==> src/rtl/network_pkg.sv <==
// Shared network definitions: evaluator state encoding, population size
// default and the population controller's "running" code.
package network_pkg;

  localparam int         NETWORKS_PER_POPULATION_DEF = 16;
  localparam logic [1:0] NET_STATE_RUNNING           = 2'd1;

  typedef enum logic [1:0] {
    EVAL_IDLE  = 2'd0,
    EVAL_SCORE = 2'd1,
    EVAL_RANK  = 2'd2,
    EVAL_DONE  = 2'd3
  } eval_state_e;

  // Bits needed to hold a count of 0..n.
  function automatic int count_width(input int n);
    return $clog2(n + 1);
  endfunction

endpackage

==> src/rtl/match_counter.sv <==
// Counts how many bit positions of two equal-width vectors agree.
module match_counter
  import network_pkg::*;
#(
  parameter int WIDTH = 1,
  parameter int CW    = count_width(WIDTH)
) (
  input  logic [WIDTH-1:0] a_i,
  input  logic [WIDTH-1:0] b_i,
  output logic [CW-1:0]    count_o
);

  logic [WIDTH-1:0] agree;

  assign agree = ~(a_i ^ b_i);

  always_comb begin
    count_o = '0;
    for (int i = 0; i < WIDTH; i++) count_o = count_o + CW'(agree[i]);
  end

endmodule

==> src/rtl/fitness_evaluator.sv <==
// Accumulates per-network match scores while a population runs, then scans
// the score table for the best network.
module fitness_evaluator
  import network_pkg::*;
#(
  parameter int OUTPUT_COUNT            = 1,
  parameter int NETWORKS_PER_POPULATION = NETWORKS_PER_POPULATION_DEF,
  parameter int SCORE_WIDTH             = 32
) (
  input  logic                    clk,
  input  logic                    rst_n,
  input  logic [1:0]              networkState,
  input  logic [3:0]              activeNetwork,
  input  logic                    networkFinished,
  input  logic                    sampleEnable,
  input  logic [OUTPUT_COUNT-1:0] nout,
  input  logic [OUTPUT_COUNT-1:0] target,
  input  logic [3:0]              scoreAddr,
  output logic [SCORE_WIDTH-1:0]  scoreData,
  output logic [3:0]              bestNetwork,
  output logic [SCORE_WIDTH-1:0]  bestScore,
  output logic                    evalDone,
  output logic                    busy
);

  localparam int                     N         = NETWORKS_PER_POPULATION;
  localparam int                     CW        = count_width(OUTPUT_COUNT);
  localparam int                     XW        = ((SCORE_WIDTH > CW) ? SCORE_WIDTH : CW) + 1;
  localparam logic [SCORE_WIDTH-1:0] SCORE_MAX = '1;
  localparam logic [3:0]             LAST_IDX  = 4'(N - 1);

  eval_state_e            state_q, state_d;
  logic [SCORE_WIDTH-1:0] acc_q, acc_d;
  logic [3:0]             prev_q, prev_d;
  logic [3:0]             scan_q, scan_d;
  logic [3:0]             run_idx_q, run_idx_d;
  logic [SCORE_WIDTH-1:0] run_max_q, run_max_d;
  logic [3:0]             best_net_q, best_net_d;
  logic [SCORE_WIDTH-1:0] best_score_q, best_score_d;
  logic [SCORE_WIDTH-1:0] rdata_q, rdata_d;
  logic                   done_q, done_d;
  logic                   nf_q;

  logic [SCORE_WIDTH-1:0] tbl_q [N];
  logic                   tbl_clr, tbl_we;
  logic [3:0]             tbl_wa;
  logic [SCORE_WIDTH-1:0] tbl_wd;

  logic [CW-1:0]          match_cnt, contrib;
  logic [XW-1:0]          sum_acc, sum_new;
  logic [SCORE_WIDTH-1:0] acc_plus, contrib_sat, scan_val;
  logic                   running, fin_rise;

  match_counter #(.WIDTH(OUTPUT_COUNT)) u_match (
    .a_i     (nout),
    .b_i     (target),
    .count_o (match_cnt)
  );

  assign running     = (networkState == NET_STATE_RUNNING);
  assign fin_rise    = networkFinished & ~nf_q;
  assign contrib     = sampleEnable ? match_cnt : '0;
  assign sum_acc     = XW'(acc_q) + XW'(contrib);
  assign sum_new     = XW'(contrib);
  assign acc_plus    = (sum_acc > XW'(SCORE_MAX)) ? SCORE_MAX : sum_acc[SCORE_WIDTH-1:0];
  assign contrib_sat = (sum_new > XW'(SCORE_MAX)) ? SCORE_MAX : sum_new[SCORE_WIDTH-1:0];

  // Table reads are decoded muxes so out-of-range addresses fall through to 0.
  always_comb begin
    scan_val = '0;
    rdata_d  = '0;
    for (int i = 0; i < N; i++) begin
      if (scan_q == 4'(i))    scan_val = tbl_q[i];
      if (scoreAddr == 4'(i)) rdata_d  = tbl_q[i];
    end
  end

  always_comb begin
    state_d      = state_q;
    acc_d        = acc_q;
    prev_d       = prev_q;
    scan_d       = scan_q;
    run_idx_d    = run_idx_q;
    run_max_d    = run_max_q;
    best_net_d   = best_net_q;
    best_score_d = best_score_q;
    done_d       = 1'b0;
    tbl_clr      = 1'b0;
    tbl_we       = 1'b0;
    tbl_wa       = prev_q;
    tbl_wd       = acc_plus;
    unique case (state_q)
      EVAL_IDLE: begin
        if (running) begin
          state_d = EVAL_SCORE;
          acc_d   = '0;
          prev_d  = activeNetwork;
          tbl_clr = 1'b1;
        end
      end
      EVAL_SCORE: begin
        if (!running) begin
          state_d = EVAL_IDLE;
        end else if (fin_rise) begin
          tbl_we  = 1'b1;
          tbl_wd  = acc_plus;
          scan_d  = '0;
          state_d = EVAL_RANK;
        end else if (activeNetwork != prev_q) begin
          // Close out the previous network; this cycle already belongs to the new one.
          tbl_we = 1'b1;
          tbl_wd = acc_q;
          acc_d  = contrib_sat;
          prev_d = activeNetwork;
        end else begin
          acc_d = acc_plus;
        end
      end
      EVAL_RANK: begin
        if (!running) begin
          state_d = EVAL_IDLE;
        end else begin
          // Strictly-greater compare keeps the lower index on ties.
          if (scan_q == 4'd0 || scan_val > run_max_q) begin
            run_max_d = scan_val;
            run_idx_d = scan_q;
          end
          if (scan_q == LAST_IDX) begin
            best_net_d   = run_idx_d;
            best_score_d = run_max_d;
            done_d       = 1'b1;
            state_d      = EVAL_DONE;
          end else begin
            scan_d = scan_q + 4'd1;
          end
        end
      end
      EVAL_DONE: begin
        if (!running) state_d = EVAL_IDLE;
      end
      default: state_d = EVAL_IDLE;
    endcase
  end

  always_ff @(posedge clk or negedge rst_n) begin
    if (!rst_n) begin
      state_q      <= EVAL_IDLE;
      acc_q        <= '0;
      prev_q       <= '0;
      scan_q       <= '0;
      run_idx_q    <= '0;
      run_max_q    <= '0;
      best_net_q   <= '0;
      best_score_q <= '0;
      rdata_q      <= '0;
      done_q       <= 1'b0;
      nf_q         <= 1'b0;
    end else begin
      state_q      <= state_d;
      acc_q        <= acc_d;
      prev_q       <= prev_d;
      scan_q       <= scan_d;
      run_idx_q    <= run_idx_d;
      run_max_q    <= run_max_d;
      best_net_q   <= best_net_d;
      best_score_q <= best_score_d;
      rdata_q      <= rdata_d;
      done_q       <= done_d;
      nf_q         <= networkFinished;
    end
  end

  always_ff @(posedge clk or negedge rst_n) begin
    if (!rst_n) begin
      for (int i = 0; i < N; i++) tbl_q[i] <= '0;
    end else begin
      for (int i = 0; i < N; i++) begin
        if (tbl_clr)                          tbl_q[i] <= '0;
        else if (tbl_we && tbl_wa == 4'(i))   tbl_q[i] <= tbl_wd;
      end
    end
  end

  assign scoreData   = rdata_q;
  assign bestNetwork = best_net_q;
  assign bestScore   = best_score_q;
  assign evalDone    = done_q;
  assign busy        = (state_q == EVAL_SCORE) || (state_q == EVAL_RANK);

endmodule
==> config.mk <==
export PLATFORM = sky130hd
export DESIGN_NAME = fitness_evaluator
export DESIGN_NICKNAME = d
export VERILOG_FILES = /design/src/rtl/network_pkg.sv /design/src/rtl/match_counter.sv /design/src/rtl/fitness_evaluator.sv
export SDC_FILE = /design/constraint.sdc
export NUM_CORES = 2
export LEC_CHECK = 0
export CAP_MARGIN = 5
export CELL_PAD_IN_SITES_DETAIL_PLACEMENT = 0
export CELL_PAD_IN_SITES_GLOBAL_PLACEMENT = 2
export CORE_ASPECT_RATIO = 2
export CORE_MARGIN = 2
export CORE_UTILIZATION = 35
export DETAILED_ROUTE_END_ITERATION = 12
export GPL_TIMING_DRIVEN = 0
export PLACE_DENSITY_LB_ADDON = 0.1
export SLEW_MARGIN = 20
export SYNTH_ARGS = -nofsm -noshare
export SYNTH_HDL_FRONTEND = slang
export SYNTH_SLANG_ARGS = --single-unit
==> constraint.sdc <==
create_clock -name clk -period 5.1 [get_ports clk]
set_input_delay 1.275 -clock clk [delete_from_list [all_inputs] [get_ports clk]]
set_output_delay 1.275 -clock clk [all_outputs]
set_load 0.005 [all_outputs]
After elaboration in Yosys (flattened, before gate mapping)
Cells that the tools add are included.

Register bits after elaboration: 660. Latch bits: 0. Bits in writable memories: 0. ROM bits: 0. Output and inout bits: 70. Word-level logic and storage cells: 246. Memories kept: 0.

$add $sub $neg: 2. Multiply operators: 0. Divide/modulo/power cells: 0. $lt $le $gt $ge: 3. Eq/ne operators: 60. Shifts and indexed selects: 0. Muxes and demuxes: 104. Bitwise gates (word level): 4. Reductions and logical operators: 46.

Operators with widths (number): $mux 32 (75); $eq 4x4->1 const B (24); $pmux 32 s2 (1); $eq 4x3->1 const B (12); $mux 4 (9); $reduce_bool 2->1 (18); $add 32x1->33 (1); $gt 33x32->1 const B (1); $gt 1x32->1 const B (1); $gt 32x32->1 (1); $eq 4x2->1 const B (6); $logic_and 1x1->1 (16); $ne 2x2->1 const B (8); $pmux 4 s2 (2); $eq 4x1->1 const B (3); $logic_not 4->1 (3); $mux 2 (6); $mux 1 (10); $reduce_and 5->1 (2); $pmux 2 s4 (1); $reduce_and 4->1 (2); $ne 3x3->1 const B (2); $add 4x1->4 const B (1); $eq 2x1->1 const B (2); other kinds (9) (12).

Longest topological paths before layout
Depth in word-level cells: 20. Depth in mapped cells: 21. Gate-level depth less buffers: 16.

Hierarchy
Synthesis repeated with hierarchy kept, for this count alone.

Cells, all modules: 3879. Area total of the unflattened synthesis: 34461.8 um2.

By module, submodules not included: fitness_evaluator (instances 1, cells an instance 3878, area an instance 34453.0 um2, seq. area each 16515.8 um2); match_counter (instances 1, cells an instance 1, area an instance 8.8 um2, seq. area each 0.0 um2).

Worst setup path before layout
OpenSTA, ideal clock, no wires.

Kind: reg2reg. Start point: register scan_q[0]. End point: register run_idx_q[0]. Library setup time: 0.125 ns. Arrival: 4.582 ns. Path slack: 0.393 ns. Cell stages (with the launch flop): 21. Buffers on the path: 5. Cells stage by stage: dfrtp_1 -> inv_1 -> ha_1 -> clkbuf_1 -> and3_1 -> clkbuf_1 -> clkbuf_1 -> clkbuf_1 -> a221oi_1 -> o21ai_0 -> o21ai_0 -> nand2_1 -> ha_1 -> nand4_1 -> nor4_1 -> nand2_1 -> a311oi_1 -> o31ai_1 -> a21oi_1 -> clkbuf_1 -> mux2_2.

Cells in the longest elaborated chain, start to end: 20.

RTL lines: start, declared (RTL line fitness_evaluator.sv:35) `logic [3:0] scan_q, scan_d;`; start signal, assigned (RTL line fitness_evaluator.sv:162) `scan_q <= scan_d;`; $logic_not 4->1 (RTL line fitness_evaluator.sv:73, fitness_evaluator.sv:124); $mux 32 (16 in a row) (RTL line fitness_evaluator.sv:73) `if (scan_q == 4'(i)) scan_val = tbl_q[i];`; $gt 32x32->1 (RTL line fitness_evaluator.sv:124) `if (scan_q == 4'd0 || scan_val > run_max_q) begin`; $logic_or 1x1->1 (RTL line fitness_evaluator.sv:124); $mux 4 * (RTL line fitness_evaluator.sv:124); end signal, assigned (RTL line fitness_evaluator.sv:163) `run_idx_q <= run_idx_d;`; end, declared (RTL line fitness_evaluator.sv:36) `logic [3:0] run_idx_q, run_idx_d;`.

Every way passes the cells marked *; elsewhere a longest branch is shown, timed or not. A chain may end at the register's enable or synchronous reset.

Worst setup path in the final report
Start point: input scoreAddr[0]. End point: register rdata_q[10] (netlist: scoreData[10]).

Cells in the longest elaborated chain, start to end: 17.

RTL lines: start, declared (RTL line fitness_evaluator.sv:18) `input logic [3:0] scoreAddr,`; $logic_not 4->1 (RTL line fitness_evaluator.sv:74) `if (scoreAddr == 4'(i)) rdata_d = tbl_q[i];`; $mux 32 (15 in a row) (RTL line fitness_evaluator.sv:74); $mux 32 * (RTL line fitness_evaluator.sv:74); net rdata_d[10] (RTL line fitness_evaluator.sv:40) `logic [SCORE_WIDTH-1:0] rdata_q, rdata_d;`; end signal, assigned (RTL line fitness_evaluator.sv:167) `rdata_q <= rdata_d;`; end, declared (RTL line fitness_evaluator.sv:40).

Mark *: on every way through the listed nets, which the timed path passes. The rest lies on a longest branch.

==> results.md <==
- Setup slack, reg-to-reg: -0.04 ns
- Vias per inst: 6.51
- Post-DP HPWL: 174000 um
- WL final: 220000 um
- CTS buffer count: 68
- CTS Hold Bufs: 0
- Number of max-cap violations: 0
- HP Class: reg -> reg
- Share of cells above drive strength 1: roughly 16%
- Drt pass-1 iters: 7
- Port Buffers: 85
- Crit path time final: 5.26 ns
- Max Freq: 0.190 GHz
- Starting Density: between 30% and 40%
- Final Skew: 0.0389 ns
- Cell Count, Final, Fillers Out: 5389
- #FFs+latches synth: 660
- Num rows: 164
- Status: finished, violations left
- Largest net degree at the start of global routing: 93
- Min-Delay Endpoint: bestNetwork[2]
- Cells after Synth: 3756
- # setup viols final: 29
- Worst r2r src: scan_q[3]
- FILL cells: 9972
- Slew at the pin closest to its max-slew limit: 1.29 ns
- Final hold slack: 0.478 ns
- Setup TNS: -1.15 ns
- Worst Path Required: 5.68 ns
- Cell taking the most area after synthesis: dfrtp_1
- Pwr Density: around 370 nW/um2
- Top post-synthesis cells by area: dfrtp_1, a22o_1, o21ai_0
- Reg clk slew, reported paths: roughly 0.06 ns
- Num Clock Sinks: 660
- Met3 routed WL: 14900 um
- Setup crit end kind: flop
- Crit Path Max Fanout: 11
- Violated checks: setup timing
- R2r endpoint: bestScore[22]
- Htree depth: 3
- Wirelength per Cell: 40.8 um
- Gr ovfl total: 0
- Metal2 WL: 105000 um
- DR iter-0 viols: 3668
- GPL Wtd Cong: 1.06
- Sequential area share after synthesis: approximately 47%
- Final setup margin: -0.156 ns
- Hold Fails Final Rpt: 0
- Worst vdd ir: between 0.2 and 0.25 mV
- # IOs: 86
- Post-synth net total: 3814
- Share of the synthesized area in the top cell type: 47.1%
- Syn-to-layout area delta: 21.8%
- Startpoint types: primary input
- WHS Path Cells: 2
- Tot Pwr: 15.8 mW
- Placed cell count: 5218
- Worst R2R Path Depth: 18
- Post-synth EDFFs: 0
- DRC Markers: 0
- Mapped Area: roughly 35000 um2
- Chip width: 228 um
- P_leak: 18.1 nW
- Vias in the first global route: approximately 35000
- Initial antenna violation count: 6
- Slew Viols, Final: 0
- Routed Antenna Nets: 0
- Root Driver: clkbuf_16
- RSZ-0062 raised after global routing: no
- Post-synth ARST share: 100%
- Warnings from Yosys: 0
- # nets final: approximately 4000
- First-pass GRT wire length: ~300000 um
- Uppermost layer routed: met5
- Global Route Usage Sum: 42.6%
- Die Y: 452 um
- Dominant synthesized flop cell: dfrtp_1
- Register area: 16500 um2
- Via count: 35100
- Mean Syn Cell Area: 9.33 um2
- Final period utilization: 103%
- Met1 wire length: just under 70000 um
- Hold Crit Start: bestNetwork[2]
- CTS tree: built
- Worst slew margin: 13.4%
- CORE AREA: between 90000 and 100000 um2
- Multi-input gate area: 17800 um2
- Die ar.: about 100000 um2
- Max Root-Sink Buffers: 3
- Later-pin clock latency in the skew report: 0.71 ns
- Post-synthesis cell type count: 85
- Critical path class: in -> reg
- Critical path arrival: 5.83 ns
[cell families after synthesis]
kind of cell / after synthesis / share of synthesized area (%)
simple gates: 957 / 12.3
fa+ha+maj: 42 / 1.50
buf+inv: 409 / 4.60
flops: 660 / 47.1
mux: 134 / 4.19
compound gates: 1547 / 30.1
xor+xnor: 7 / 0.175
[state kept, by name, indices dropped and copies added, names as in the netlist]
register	count
tbl_q	512
acc_q	32
bestScore	32
run_max_q	32
scoreData	32
bestNetwork	4
prev_q	4
run_idx_q	4
scan_q	4
state_q	2
evalDone	1
nf_q	1
[layer usage]
| metal | global-route usage (%) | vias up |
|---|---|---|
| met5 | 0.0466 | - |
| met4 | 49.4 | 2 |
| met3 | 9.23 | 974 |
| met2 | 70.8 | 2109 |
| met1 | 41.1 | 17400 |
| li1 | - | 14600 |
[cell usage in the layout, fill, tap and decap left out, types with 31 or more instances in the layout]
| cell | count |
|---|---|
| a31oi_1 | 44 |
| a22o_1 | 323 |
| a21oi_1 | 181 |
| a22oi_1 | 78 |
| nor2_2 | 38 |
| mux2_2 | 81 |
| clkbuf_16 | 71 |
| nand3_1 | 59 |
| clkbuf_2 | 39 |
| mux2i_1 | 48 |
| o21ai_0 | 434 |
| a221o_1 | 32 |
| o22ai_1 | 53 |
| nor2_1 | 210 |
| o221ai_1 | 51 |
| dfrtp_1 | 657 |
| clkbuf_1 | 167 |
| nand3b_1 | 34 |
| nor2b_1 | 34 |
| nand2_1 | 421 |
| buf_4 | 78 |
| o21ai_1 | 65 |
| clkbuf_4 | 32 |
| ha_1 | 38 |
| clkbuf_8 | 31 |
| clkdlybuf4s50_1 | 84 |
| a221oi_1 | 65 |
| inv_1 | 66 |
[synthesized netlist by cell type, types with 32 or more instances]
cell type / n
dfrtp_1: 660
o21ai_0: 470
nand2_1: 428
a22o_1: 323
clkbuf_1: 283
nor2_1: 254
a21oi_1: 190
mux2_2: 81
a22oi_1: 78
inv_1: 69
a221oi_1: 67
nand3_1: 63
o221ai_1: 54
o22ai_1: 54
a31oi_1: 53
mux2i_1: 50
ha_1: 42
o21ai_1: 41
a211oi_1: 35
nand3b_1: 34
nor2b_1: 34
a221o_1: 32
[repair_timing]
action,4_1_cts,5_1_grt
setup buffers,23,25
setup endpoints to repair,235,348
gates resized for setup,319,136
pin swaps,16,26
hold endpoints to repair,0,0
[through the flow]
step           worst slack (ns)  instance area [um2]  util (%)
2_1_floorplan             0.393                35000         -
3_3_place_gp             -29.48                37600      37.7
3_5_place_dp              -3.68                38500      38.7
4_1_cts                0.000541                42000      42.2
5_1_grt                 0.00200                42700      42.9
6_report                 -0.156                42700      42.9
[worst max-delay path, stage by stage]
cell             delay (ns)
clkdlybuf4s50_1        0.67
clkbuf_2               0.46
buf_2                  0.57
clkbuf_4               0.52
buf_2                  0.64
buf_2                  0.62
clkbuf_2               0.48
o21ai_0                0.16
a22oi_1                0.33
[report_power, final]
group / internal, mW / leakage [nW] / switching [mW] / total (mW)
Combinational: 1.17 / 7.73 / 3.35 / 4.52
Clock: 3.22 / 1.18 / 2.48 / 5.70
Sequential: 5.41 / 9.15 / 0.186 / 5.60
[cell type report]
type	count	share of cell area (%)
Multi-Input combinational cell	2687	41.7
Clock buffer	93	4.59
Clock inverter	31	1.06
Timing Repair Buffer	182	4.84
Tap cell	1328	3.89
Buffer	331	4.51
Inverter	72	0.651
Sequential cell	660	38.7
Antenna cell	5	0.0293
[how the worst max path moves through the flow]
| stage | startpoint | endpoint | slack, ns | depth (start not counted) |
|---|---|---|---|---|
| 2_1_floorplan | scan_q[0] | run_idx_q[0] | 0.39 | 20 |
| 4_1_cts | scan_q[0] | bestScore[22] | 0.0005 | 19 |
| 3_5_place_dp | scan_q[0] | bestScore[21] | -3.68 | 19 |
| 5_1_grt | target | tbl_q[273] | 0.002 | 15 |
| 6_report | scoreAddr[0] | scoreData[10] | -0.16 | 9 |
| 3_3_place_gp | rst_n | tbl_q[419] | -29.48 | 1 |
(Power assumes the default switching activity.)
